File: src/rtl/divmon_pkg.sv
`default_nettype none
// ============================================================================
//  Module      : divmon_pkg
//  Description : Shared types and constants for the divided-clock monitor.
//                Holds the monitor FSM state encoding and the reset value
//                used for the reported phase lengths.
//  Revision    : 1.0  initial release
// ============================================================================
package divmon_pkg;

    typedef enum logic [1:0] {
        IDLE      = 2'd0,
        WAIT_RISE = 2'd1,
        MEAS_HIGH = 2'd2,
        MEAS_LOW  = 2'd3
    } divmon_state_t;

    // Value loaded into the reported high/low lengths on reset.
    localparam logic [31:0] DIVMON_RST_LEN = '0;

endpackage : divmon_pkg
`default_nettype wire

File: src/rtl/divmon_edge_det.sv
`default_nettype none
// ============================================================================
//  Module      : divmon_edge_det
//  Description : Registers the previous sample of the divided clock and flags
//                rising/falling edges of the current sample against it.
//  Ports       : clk    in  system clock, posedge
//                rst    in  synchronous reset, active-high (prev cleared to 0)
//                i_d    in  sampled divided clock
//                o_rise out i_d & ~prev
//                o_fall out ~i_d & prev
//  Revision    : 1.0  initial release
// ============================================================================
module divmon_edge_det
    import divmon_pkg::*;
(
    input  logic clk,
    input  logic rst,
    input  logic i_d,
    output logic o_rise,
    output logic o_fall
);

    logic r_prev;

    always_ff @(posedge clk) begin
        if (rst) begin
            r_prev <= 1'b0;
        end else begin
            r_prev <= i_d;
        end
    end

    assign o_rise = i_d & ~r_prev;
    assign o_fall = ~i_d & r_prev;

endmodule : divmon_edge_det
`default_nettype wire

File: src/rtl/div_clk_monitor.sv
`default_nettype none
// ============================================================================
//  Module      : div_clk_monitor
//  Description : Checks the output of a fixed-ratio clock divider. Measures
//                the high and low phase length of every full period in clk
//                samples, compares them with the expected values, and reports
//                per-period lengths, a lock flag and error pulses.
//  Ports       : clk          in   system clock, posedge
//                rst          in   synchronous reset, active-high
//                i_en         in   monitor enable
//                i_div_in     in   divided clock under test
//                o_high_len   out  high samples of last completed period
//                o_low_len    out  low samples of last completed period
//                o_meas_valid out  1-cycle pulse, lengths updated
//                o_locked     out  LOCK_PERIODS consecutive good periods seen
//                o_err        out  1-cycle pulse, mismatch or timeout
//                o_err_cnt    out  saturating error count
//  Config      : DIVMON_ERRCNT_EN defined  -> o_err_cnt counts err pulses
//                DIVMON_ERRCNT_EN undefined -> o_err_cnt tied to zero
//  Revision    : 1.0  initial release
// ============================================================================
module div_clk_monitor
    import divmon_pkg::*;
#(
    parameter int EXP_HIGH     = 4,
    parameter int EXP_LOW      = 3,
    parameter int CNT_W        = 8,
    parameter int LOCK_PERIODS = 2,
    parameter int ERR_CNT_W    = 8
) (
    input  logic                 clk,
    input  logic                 rst,
    input  logic                 i_en,
    input  logic                 i_div_in,
    output logic [CNT_W-1:0]     o_high_len,
    output logic [CNT_W-1:0]     o_low_len,
    output logic                 o_meas_valid,
    output logic                 o_locked,
    output logic                 o_err,
    output logic [ERR_CNT_W-1:0] o_err_cnt
);

    localparam int               MATCH_W    = $clog2(LOCK_PERIODS + 1);
    // A counter about to reach all-ones means the input is stuck.
    localparam logic [CNT_W-1:0] c_cnt_lim  = CNT_W'((2 ** CNT_W) - 2);
    localparam logic [CNT_W-1:0] c_exp_high = CNT_W'(EXP_HIGH);
    localparam logic [CNT_W-1:0] c_exp_low  = CNT_W'(EXP_LOW);
    localparam logic [CNT_W-1:0] c_one      = CNT_W'(1);
    localparam logic [MATCH_W-1:0] c_lock_n = MATCH_W'(LOCK_PERIODS);

    logic w_rise;
    logic w_fall;

    divmon_edge_det u_edge (
        .clk    (clk),
        .rst    (rst),
        .i_d    (i_div_in),
        .o_rise (w_rise),
        .o_fall (w_fall)
    );

    divmon_state_t      r_state,      w_state_nxt;
    logic [CNT_W-1:0]   r_hcnt,       w_hcnt_nxt;
    logic [CNT_W-1:0]   r_lcnt,       w_lcnt_nxt;
    logic [MATCH_W-1:0] r_match_cnt,  w_match_nxt;
    logic [CNT_W-1:0]   r_high_len,   w_high_len_nxt;
    logic [CNT_W-1:0]   r_low_len,    w_low_len_nxt;
    logic               r_meas_valid, w_meas_valid_nxt;
    logic               r_locked,     w_locked_nxt;
    logic               r_err,        w_err_nxt;
    logic               w_timeout;

    always_ff @(posedge clk) begin
        if (rst) begin
            r_state      <= IDLE;
            r_hcnt       <= '0;
            r_lcnt       <= '0;
            r_match_cnt  <= '0;
            r_high_len   <= CNT_W'(DIVMON_RST_LEN);
            r_low_len    <= CNT_W'(DIVMON_RST_LEN);
            r_meas_valid <= 1'b0;
            r_locked     <= 1'b0;
            r_err        <= 1'b0;
        end else begin
            r_state      <= w_state_nxt;
            r_hcnt       <= w_hcnt_nxt;
            r_lcnt       <= w_lcnt_nxt;
            r_match_cnt  <= w_match_nxt;
            r_high_len   <= w_high_len_nxt;
            r_low_len    <= w_low_len_nxt;
            r_meas_valid <= w_meas_valid_nxt;
            r_locked     <= w_locked_nxt;
            r_err        <= w_err_nxt;
        end
    end

    always_comb begin
        w_state_nxt      = r_state;
        w_hcnt_nxt       = r_hcnt;
        w_lcnt_nxt       = r_lcnt;
        w_match_nxt      = r_match_cnt;
        w_high_len_nxt   = r_high_len;
        w_low_len_nxt    = r_low_len;
        w_meas_valid_nxt = 1'b0;
        w_locked_nxt     = r_locked;
        w_err_nxt        = 1'b0;
        w_timeout        = 1'b0;

        if (!i_en) begin
            // Disabling is not an error: drop lock quietly, keep the lengths.
            w_state_nxt  = IDLE;
            w_locked_nxt = 1'b0;
            w_match_nxt  = '0;
        end else begin
            case (r_state)
                IDLE: begin
                    w_state_nxt = WAIT_RISE;
                end
                WAIT_RISE: begin
                    // Whatever partial period preceded this rise is discarded.
                    if (w_rise) begin
                        w_state_nxt = MEAS_HIGH;
                        w_hcnt_nxt  = c_one;
                    end
                end
                MEAS_HIGH: begin
                    // Only entered on a rise, so a low sample here is a fall.
                    if (w_fall) begin
                        w_state_nxt = MEAS_LOW;
                        w_lcnt_nxt  = c_one;
                    end else if (r_hcnt == c_cnt_lim) begin
                        w_timeout = 1'b1;
                    end else begin
                        w_hcnt_nxt = r_hcnt + c_one;
                    end
                end
                MEAS_LOW: begin
                    if (w_rise) begin
                        // Closing rise: report this period, start the next.
                        w_state_nxt      = MEAS_HIGH;
                        w_hcnt_nxt       = c_one;
                        w_high_len_nxt   = r_hcnt;
                        w_low_len_nxt    = r_lcnt;
                        w_meas_valid_nxt = 1'b1;
                        if ((r_hcnt == c_exp_high) && (r_lcnt == c_exp_low)) begin
                            if (r_match_cnt != c_lock_n) begin
                                w_match_nxt = r_match_cnt + 1'b1;
                            end
                            w_locked_nxt = (w_match_nxt == c_lock_n);
                        end else begin
                            w_err_nxt    = 1'b1;
                            w_locked_nxt = 1'b0;
                            w_match_nxt  = '0;
                        end
                    end else if (r_lcnt == c_cnt_lim) begin
                        w_timeout = 1'b1;
                    end else begin
                        w_lcnt_nxt = r_lcnt + c_one;
                    end
                end
                default: begin
                    w_state_nxt = IDLE;
                end
            endcase

            if (w_timeout) begin
                w_state_nxt  = WAIT_RISE;
                w_err_nxt    = 1'b1;
                w_locked_nxt = 1'b0;
                w_match_nxt  = '0;
            end
        end
    end

`ifdef DIVMON_ERRCNT_EN
    logic [ERR_CNT_W-1:0] r_err_cnt;

    // Counts alongside the err pulse so both become visible together.
    always_ff @(posedge clk) begin
        if (rst) begin
            r_err_cnt <= '0;
        end else if (w_err_nxt && (r_err_cnt != {ERR_CNT_W{1'b1}})) begin
            r_err_cnt <= r_err_cnt + 1'b1;
        end
    end

    assign o_err_cnt = r_err_cnt;
`else
    assign o_err_cnt = '0;
`endif

    assign o_high_len   = r_high_len;
    assign o_low_len    = r_low_len;
    assign o_meas_valid = r_meas_valid;
    assign o_locked     = r_locked;
    assign o_err        = r_err;

endmodule : div_clk_monitor
`default_nettype wire

File: config.mk
export PLATFORM = sky130hd
export DESIGN_NAME = div_clk_monitor
export DESIGN_NICKNAME = d
export VERILOG_FILES = /design/src/rtl/divmon_pkg.sv /design/src/rtl/divmon_edge_det.sv /design/src/rtl/div_clk_monitor.sv
export SDC_FILE = /design/constraint.sdc
export NUM_CORES = 1
export LEC_CHECK = 0
export ABC_AREA = 1
export CORE_MARGIN = 2
export CORE_UTILIZATION = 30
export CTS_BUF_LIST = sky130_fd_sc_hd__clkbuf_2
export CTS_CLUSTER_DIAMETER = 100
export DETAILED_ROUTE_END_ITERATION = 8
export HOLD_SLACK_MARGIN = 0.02
export SLEW_MARGIN = 20
export SYNTH_ARGS = -nofsm -noshare
export SYNTH_HDL_FRONTEND = slang
export SYNTH_SLANG_ARGS = --single-unit
File: constraint.sdc
create_clock -name clk -period 2 [get_ports clk]
set_input_delay 0.2 -clock clk [delete_from_list [all_inputs] [get_ports clk]]
set_output_delay 0.2 -clock clk [all_outputs]
set_load 0.01 [all_outputs]
==> results.txt, run 1 <==
hold_ws - 400 ps
worst slew pin tran - 579 ps
Seq/Total Area, Yosys - 36.1%
RSZ-0062 raised after global routing - no
delay-heaviest family, CP - flip-flops
post-CTS resize count - 0
ant diodes - 0
Peak Freq - 616 MHz
Clock Latency Late Sink - 430 ps
GR Util All Layers - 14.2%
Max H-tree Level - 2
worst slack, placed - 134 ps
largest stage delay on the critical path - 660 ps
nets - 339
Worst slew margin - 61.3%
clock period minus worst slack - 1620 ps
Max Cap Violations - 0
CP Cell Sequence - inv_2, nand2_2, inv_1, nand3_1, nand2_1, nor2_2, o21ai_0, nor2_1
Critical Path Fanout Max - 9
Die Wd - 88.9 um
critical path capture point type - register
CP Buf/Inv Count - 2
post-synth cell types - 32
status - finished, final reports clean
DR vias/cell - 4.54
row cnt - 30
area of the core - 6910 um^2
Num CTS Buffers - 5
grt ovf - 0
WP data required - 2390 ps
Pre-Repair DR Iteration Count - 4
Setup CP Type - reg -> reg
Final period util - 81.1%
Iter 0 DRT Violations - 82
area growth from synthesis to layout - 16.8%
root buf cell - clkbuf_2
pin count of the biggest net entering global routing - 31
most common cell after layout, fill and taps aside - nand2_1
DRC - 0
first-pass GRT wire length - 8600 um
Buffers on Ports - 22
Fin Setup TNS - 0 ps
slowest stage cell, crit path - dfxtp_1
fin. max-slew vios - 0
Cell Area, Placed - 2430 um^2
fin util - 36.6%
most frequent cells in the layout - nand2_1, nor2_1, dfxtp_1
CTS clk-pin slew, worst paths - 240 ps
Hold WC Path Type - in -> reg
clock tree buffer depth - 2
Post-CTS Setup Bufs - 0
LEAKAGE - 1.01 nW
Final WS setup - 378 ps
Die ar. - 7910 um^2
skew final - 15.9 ps
Via Count - 1936
layout cells sized above 1 - 13.0%
Detailed Place HPWL - 3730 um
YS warnings - 0
Max VDD drop - 0.298 mV
DRT antenna net count - 0
Total Routed Length - 5110 um
Hold Fails Final Rpt - 0
syn_area_per_cell - 7.03 um^2
WP data arrival - 2010 ps
vias in the first global route - 1843
I/O Pins - 31
final instance area - 2530 um^2
Initial Utilization - 31.3%
Worst setup SP type - register
synthesized cell area - 2160 um^2
CTS tree - yes
final setup vio count - 0
hold_buf cts - 0
Post-Synthesis Cells - 308
drt wl/cell - 12.0 um
initial antenna violation count - 0
routability cong. - 0.847
pwr dens - 602 nW/um^2
Seq cells post-synth - 39
Clock Sinks - 39
die height - 88.9 um
-- worst min-delay path: stages --
cell and delay, ps:
clkdlybuf4s50_1 480, inv_2 100, nor2_1 40
-- state kept, by name, indices dropped and copies added (netlist names), 2 cells and up --
name / count
o_high_len: 8
o_low_len: 8
r_hcnt: 8
r_lcnt: 8
r_state: 2
-- synthesized netlist by cell type, drive strengths merged --
cell / count / area share (%)
dfxtp: 39 / 36
inv: 38 / 6.6
o21ai: 21 / 4.9
xnor2: 2 / 0.81
conb: 1 / 0.17
nand2: 73 / 15
o211ai: 1 / 0.35
buf: 14 / 4.6
clkinv: 1 / 0.17
xor2: 1 / 0.40
nand4: 8 / 2.3
nor2: 50 / 11
clkbuf: 2 / 0.35
nor3: 2 / 0.46
nor4: 1 / 0.29
ha: 6 / 3.5
nand3: 22 / 5.9
a21oi: 26 / 6.9
-- final timing paths --
path | endpoint | slack, ps | cells after the start | startpoint
max | r_hcnt[0] | 380 | 8 | r_state[0]
min | u_edge.r_prev | 400 | 3 | i_div_in
max reg2reg | r_hcnt[0] | 380 | 8 | r_state[0]
min reg2reg | r_match_cnt[0] | 480 | 2 | r_match_cnt[0]
-- cell families after synthesis --
logic type	Yosys count	synth area share [%]
simple gates	156	35.3
xor+xnor	3	1.21
compound gates	48	12.1
flops	39	36.1
buf+inv	55	11.7
other cells	1	0.173
fa+ha+maj	6	3.47
-- through the flow --
step,power [mW],std cells
finish,1.52,426
CTS,1.54,426
global route,1.58,426
detailed placement,0.882,418
floorplan,0.870,315
global placement,0.882,418
-- report_power, final --
part	internal, mW	leakage [nW]	switching (mW)	total (mW)
clock	0.345	0.0551	0.309	0.654
sequential	0.785	0.315	0.00927	0.794
combinational	0.0220	0.639	0.0515	0.0734
-- routing by layer --
layer	routed length, um	global-route usage [%]
met5	0	0
met1	2480	19.4
met3	320	3.32
met4	89	6.11
met2	2220	21.4
-- cell type report --
class / count / area [um^2]
multi-input cells: 221 / 1160
flip-flops and latches: 39 / 781
clock inverters: 3 / 71.3
well taps: 96 / 120
clock buffers: 5 / 25.0
repair buffers: 23 / 228
fillers: 758 / 4380
inverters: 39 / 146
No activity file was read; power rests on OpenSTA's default activity.
==> run 2, diff against run 1 <==
==> constraint.sdc (replaced) <==
create_clock -name clk -period 1.67 [get_ports clk]
set_input_delay 0.167 -clock clk [delete_from_list [all_inputs] [get_ports clk]]
set_output_delay 0.167 -clock clk [all_outputs]
set_load 0.01 [all_outputs]
==> results.txt, run 2 (synthesis gave the netlist of run 1 again) <==
nets - 349 (was 339)
Peak Freq - 647 MHz (was 616 MHz)
Final period util - 92.5% (was 81.1%)
pin count of the biggest net entering global routing - 31 (unchanged)
hold_ws - 391 ps (was 400 ps)
critical path capture point type - register (unchanged)
CTS tree - yes (unchanged)
layout cells sized above 1 - 15.9% (was 13.0%)
status - finished, final reports clean (unchanged)
final setup vio count - 0 (unchanged)
Max VDD drop - 0.536 mV (was 0.298 mV)
Hold WC Path Type - in -> reg (unchanged)
WP data arrival - 1850 ps (was 2010 ps)
first-pass GRT wire length - 8430 um (was 8600 um)
WP data required - 1980 ps (was 2390 ps)
initial antenna violation count - 0 (unchanged)
grt ovf - 0 (unchanged)
Worst setup SP type - register (unchanged)
clock period minus worst slack - 1540 ps (was 1620 ps)
area of the core - 6910 um^2 (unchanged)
I/O Pins - 31 (unchanged)
Max Cap Violations - 0 (unchanged)
vias in the first global route - 1792 (was 1843)
most common cell after layout, fill and taps aside - nand2_1 (unchanged)
Pre-Repair DR Iteration Count - 4 (unchanged)
Detailed Place HPWL - 3740 um (was 3730 um)
Fin Setup TNS - 0 ps (unchanged)
RSZ-0062 raised after global routing - no (unchanged)
clock tree buffer depth - 2 (unchanged)
drt wl/cell - 11.4 um (was 12.0 um)
Max H-tree Level - 2 (unchanged)
most frequent cells in the layout - nand2_1, nor2_1, dfxtp_1 (unchanged)
die height - 88.9 um (unchanged)
Die ar. - 7910 um^2 (unchanged)
root buf cell - clkbuf_2 (unchanged)
Total Routed Length - 4980 um (was 5110 um)
fin util - 37.8% (was 36.6%)
ant diodes - 0 (unchanged)
Die Wd - 88.9 um (unchanged)
GR Util All Layers - 13.6% (was 14.2%)
Critical Path Fanout Max - 8 (was 9)
Clock Sinks - 39 (unchanged)
DR vias/cell - 4.45 (was 4.54)
Buffers on Ports - 22 (unchanged)
Via Count - 1940 (was 1936)
row cnt - 30 (unchanged)
pwr dens - 687 nW/um^2 (was 602 nW/um^2)
LEAKAGE - 1.05 nW (was 1.01 nW)
DRT antenna net count - 0 (unchanged)
area growth from synthesis to layout - 20.8% (was 16.8%)
Hold Fails Final Rpt - 0 (unchanged)
skew final - 24.4 ps (was 15.9 ps)
routability cong. - 0.818 (was 0.847)
CTS clk-pin slew, worst paths - 230 ps (was 240 ps)
number of fill cells in the layout - 744 (was 758)
DRC - 0 (unchanged)
Num CTS Buffers - 5 (unchanged)
Clock Latency Late Sink - 410 ps (was 430 ps)
Iter 0 DRT Violations - 97 (was 82)
Initial Utilization - 31.3% (unchanged)
fin. max-slew vios - 0 (unchanged)
Setup CP Type - reg -> reg (unchanged)
## run 2: worst paths after layout
kind / cells after the start / start / slack, ps / end
worst min-delay path: 3 / i_div_in / 390 / u_edge.r_prev
worst max-delay path: 7 / r_lcnt[0] / 130 / o_locked
worst max register to register: 7 / r_lcnt[0] / 130 / o_locked
worst min register to register: 2 / r_match_cnt[0] / 470 / r_match_cnt[0]
## run 2: cell type report
cell class | instances | area (um^2) | area share (%)
inverter | 39 | 146 | 5.60
sequential | 39 | 781 | 29.9
multi-input combinational | 221 | 1160 | 44.3
clock inverter | 3 | 67.6 | 2.58
clock buffer | 5 | 25.0 | 0.957
timing repair buffer | 33 | 315 | 12.1
tap | 96 | 120 | 4.60
## run 2: worst max-delay path, stage by stage (launching register included)
cell and delay (ps):
dfxtp_1 380, inv_1 130, ha_1 170, inv_1 40, nor2_1 170, nand3_4 160
o211ai_1 310, a21oi_1 80
## run 2: metal layers
layer / up-vias / wire, um / share of wire (%) / track usage, %
met1: 859 / 2410 / 48 / 18.6
met5: - / 0 / 0 / 0
li1: 1029 / - / - / -
met4: 0 / 78 / 1.6 / 4.75
met3: 8 / 187 / 3.8 / 2.95
met2: 44 / 2300 / 46 / 21.4
## run 2: report_power, final
part	switching, mW	internal, mW
clock network	0.342	0.402
logic	0.0657	0.0388
registers	0.00945	0.939
## run 2: through the flow
| step | total power, mW | instances | cell area (um^2) | setup WS [ps] |
|---|---|---|---|---|
| 3_3_place_gp | 1.07 | 428 | 2520 | 59.4 |
| 6_report | 1.80 | 436 | 2610 | 125 |
| 2_1_floorplan | 1.04 | 315 | 2190 | 328 |
| 3_5_place_dp | 1.07 | 428 | 2520 | 65.0 |
| 5_1_grt | 1.87 | 436 | 2610 | 6.55 |
| 4_1_cts | 1.81 | 436 | 2610 | 96.0 |
## run 2: repair_timing
action                                  CTS  global route
hold buffers                              0             0
gates resized for setup                   0             1
endpoints found under the hold margin     0             0
buffers inserted                          0             0
endpoints found under the setup margin    0             1
==> run 3, diff against run 2 <==
--- a/config.mk
+++ b/config.mk
@@ -6,8 +6,9 @@
 export NUM_CORES = 1
 export LEC_CHECK = 0
 export ABC_AREA = 1
+export CAP_MARGIN = 30
 export CORE_MARGIN = 2
-export CORE_UTILIZATION = 30
+export CORE_UTILIZATION = 35
 export CTS_BUF_LIST = sky130_fd_sc_hd__clkbuf_2
 export CTS_CLUSTER_DIAMETER = 100
 export DETAILED_ROUTE_END_ITERATION = 8
==> results.txt, run 3 (synthesis gave the netlist of run 1 again) <==
status - finished, final reports clean (unchanged)
worst slack, placed - 61.9 ps (was 65.0 ps)
first-pass GRT wire length - 8780 um (was 8430 um)
root buf cell - clkbuf_2 (unchanged)
number of fill cells in the layout - 644 (was 744)
LEAKAGE - 1.02 nW (was 1.05 nW)
skew final - 6.07 ps (was 24.4 ps)
R2R Path Start - r_lcnt[0] (unchanged)
Max VDD drop - 0.383 mV (was 0.536 mV)
row cnt - 28 (was 30)
Gate power share - 6.6% (was 5.8%)
Clock Latency Late Sink - 400 ps (was 410 ps)
Global Route met3 Usage - 3.04% (was 2.95%)
r2r setup slk - 150 ps (was 130 ps)
HP Start - i_div_in (unchanged)
DR vias/cell - 4.72 (was 4.45)
CTS clk-pin slew, worst paths - 220 ps (was 230 ps)
RSZ-0062 raised after global routing - no (unchanged)
Pint - 1.07 mW (was 1.38 mW)
hold depth - 3 (unchanged)
Peak Freq - 654 MHz (was 647 MHz)
Setup CP Type - reg -> out (was reg -> reg)
GR Util All Layers - 16.8% (was 13.6%)
Die ar. - 6830 um^2 (was 7910 um^2)
WHS Endpoint - u_edge.r_prev (unchanged)
pwr dens - 592 nW/um^2 (was 687 nW/um^2)
Flop pwr share - 63.5% (was 52.8%)
most frequent cells in the layout - nand2_1, nor2_1, dfxtp_1 (unchanged)
Die Wd - 82.6 um (was 88.9 um)
gr busiest metal - met2 (unchanged)
CTS tree - yes (unchanged)
pin count of the biggest net entering global routing - 31 (unchanged)
critical path capture point type - primary output (was register)
die height - 82.6 um (was 88.9 um)
Iter 0 DRT Violations - 106 (was 97)
Clock Sinks - 39 (unchanged)
Max H-tree Level - 2 (unchanged)
Pre-Repair DR Iteration Count - 4 (unchanged)
drt wl/cell - 12.2 um (was 11.4 um)
CP Cell Sequence - clkdlybuf4s50_1 (was inv_1, ha_1, inv_1, nor2_1, nand3_4, o211ai_1, a21oi_1)
Detailed Place HPWL - 3780 um (was 3740 um)
Max Cap Violations - 0 (unchanged)
Design Power - 1.49 mW (was 1.80 mW)
fin. max-slew vios - 0 (unchanged)
grt met2 use - 25.8% (was 21.4%)
Initial Utilization - 36.3% (was 31.3%)
Critical Path Fanout Max - 2 (was 8)
Final WS setup - 141 ps (was 125 ps)
vias in the first global route - 1860 (was 1792)
nets - 347 (was 349)
Buffers on Ports - 22 (unchanged)
Worst setup SP type - register (unchanged)
Total Routed Length - 5050 um (was 4980 um)
area growth from synthesis to layout - 16.6% (was 20.8%)
CP Buf/Inv Count - 1 (was 2)
initial antenna violation count - 0 (unchanged)
hold_ws - 383 ps (was 391 ps)
Hold Fails Final Rpt - 0 (unchanged)
Cell Area, Placed - 2480 um^2 (was 2520 um^2)
I/O Pins - 31 (unchanged)
Via Count - 1951 (was 1940)
layout cells sized above 1 - 15.4% (was 15.9%)
final instance area - 2520 um^2 (was 2610 um^2)
slowest stage cell, crit path - clkdlybuf4s50_1 (was dfxtp_1)
Hold WC Path Type - in -> reg (unchanged)
final setup vio count - 0 (unchanged)
largest stage delay on the critical path - 550 ps (was 380 ps)
clock tree buffer depth - 2 (unchanged)
Sw Share - 28.1% (was 23.2%)
Sw Pwr - 0.420 mW (was 0.417 mW)
ant diodes - 0 (unchanged)
routability cong. - 0.849 (was 0.818)
Fin Setup TNS - 0 ps (unchanged)
Num CTS Buffers - 5 (unchanged)
met1 usage - 23.6% (was 18.6%)
clock network power share - 29.8% (was 41.4%)
grt ovf - 0 (unchanged)
area of the core - 5960 um^2 (was 6910 um^2)
DRT antenna net count - 0 (unchanged)
WP data arrival - 1360 ps (was 1850 ps)
most common cell after layout, fill and taps aside - nand2_1 (unchanged)
Final period util - 91.6% (was 92.5%)
clock period minus worst slack - 1530 ps (was 1540 ps)
cell depth of the worst flop-to-flop path - 11 (was 7)
WP data required - 1500 ps (was 1980 ps)
worst r2r dst - r_lcnt[2] (was o_locked)
DRC - 0 (unchanged)
delay-heaviest family, CP - buffers and inverters (was compound AO/OA/AOI/OAI gates)
run 3: how the worst max path moves through the flow:
stage | from | to | depth (start not counted)
after detailed placement | i_div_in | o_high_len[0] | 8
after global placement | i_div_in | r_lcnt[2] | 10
after CTS | o_high_len[6] | o_high_len[6] | 1
after floorplan | r_hcnt[0] | r_hcnt[1] | 11
final | o_high_len[6] | o_high_len[6] | 1
after global routing | r_lcnt[0] | r_lcnt[2] | 11
run 3: per-layer routing:
layer  share of wire, %  up-vias  wire (um)
met1                 49      878       2480
met2                 45       46       2280
met4                1.9        0         97
met5                  0        -          0
li1                   -     1017          -
met3                3.8       10        193
run 3: repair_timing:
item	in CTS	in global routing
resized for setup	0	1
setup endpoints to repair	0	2
setup buffers	0	0
hold buffers	0	0
run 3: power groups by stage:
stage | sequential [mW] | combinational [mW] | clock [mW]
after global placement | 0.966 | 0.0992 | 0
after CTS | 0.949 | 0.0996 | 0.469
after global routing | 0.951 | 0.113 | 0.501
after floorplan | 0.963 | 0.0794 | 0
final | 0.949 | 0.0990 | 0.446
after detailed placement | 0.966 | 0.0992 | 0
run 3: area by class of cell:
class / instances / area (um^2) / share of cell area (%)
Clock buffer: 5 / 25.0 / 0.992
Clock inverter: 3 / 20.0 / 0.793
Inverter: 39 / 146 / 5.80
Multi-Input combinational cell: 221 / 1160 / 45.8
Sequential cell: 39 / 782 / 31.0
Tap cell: 75 / 93.8 / 3.72
Timing Repair Buffer: 31 / 300 / 11.9
run 3: stage by stage:
stage	util [%]	cells
after floorplan	-	315
after global placement	41.6	405
after detailed placement	41.6	405
after CTS	42.4	413
after global routing	42.4	413
final	42.4	413
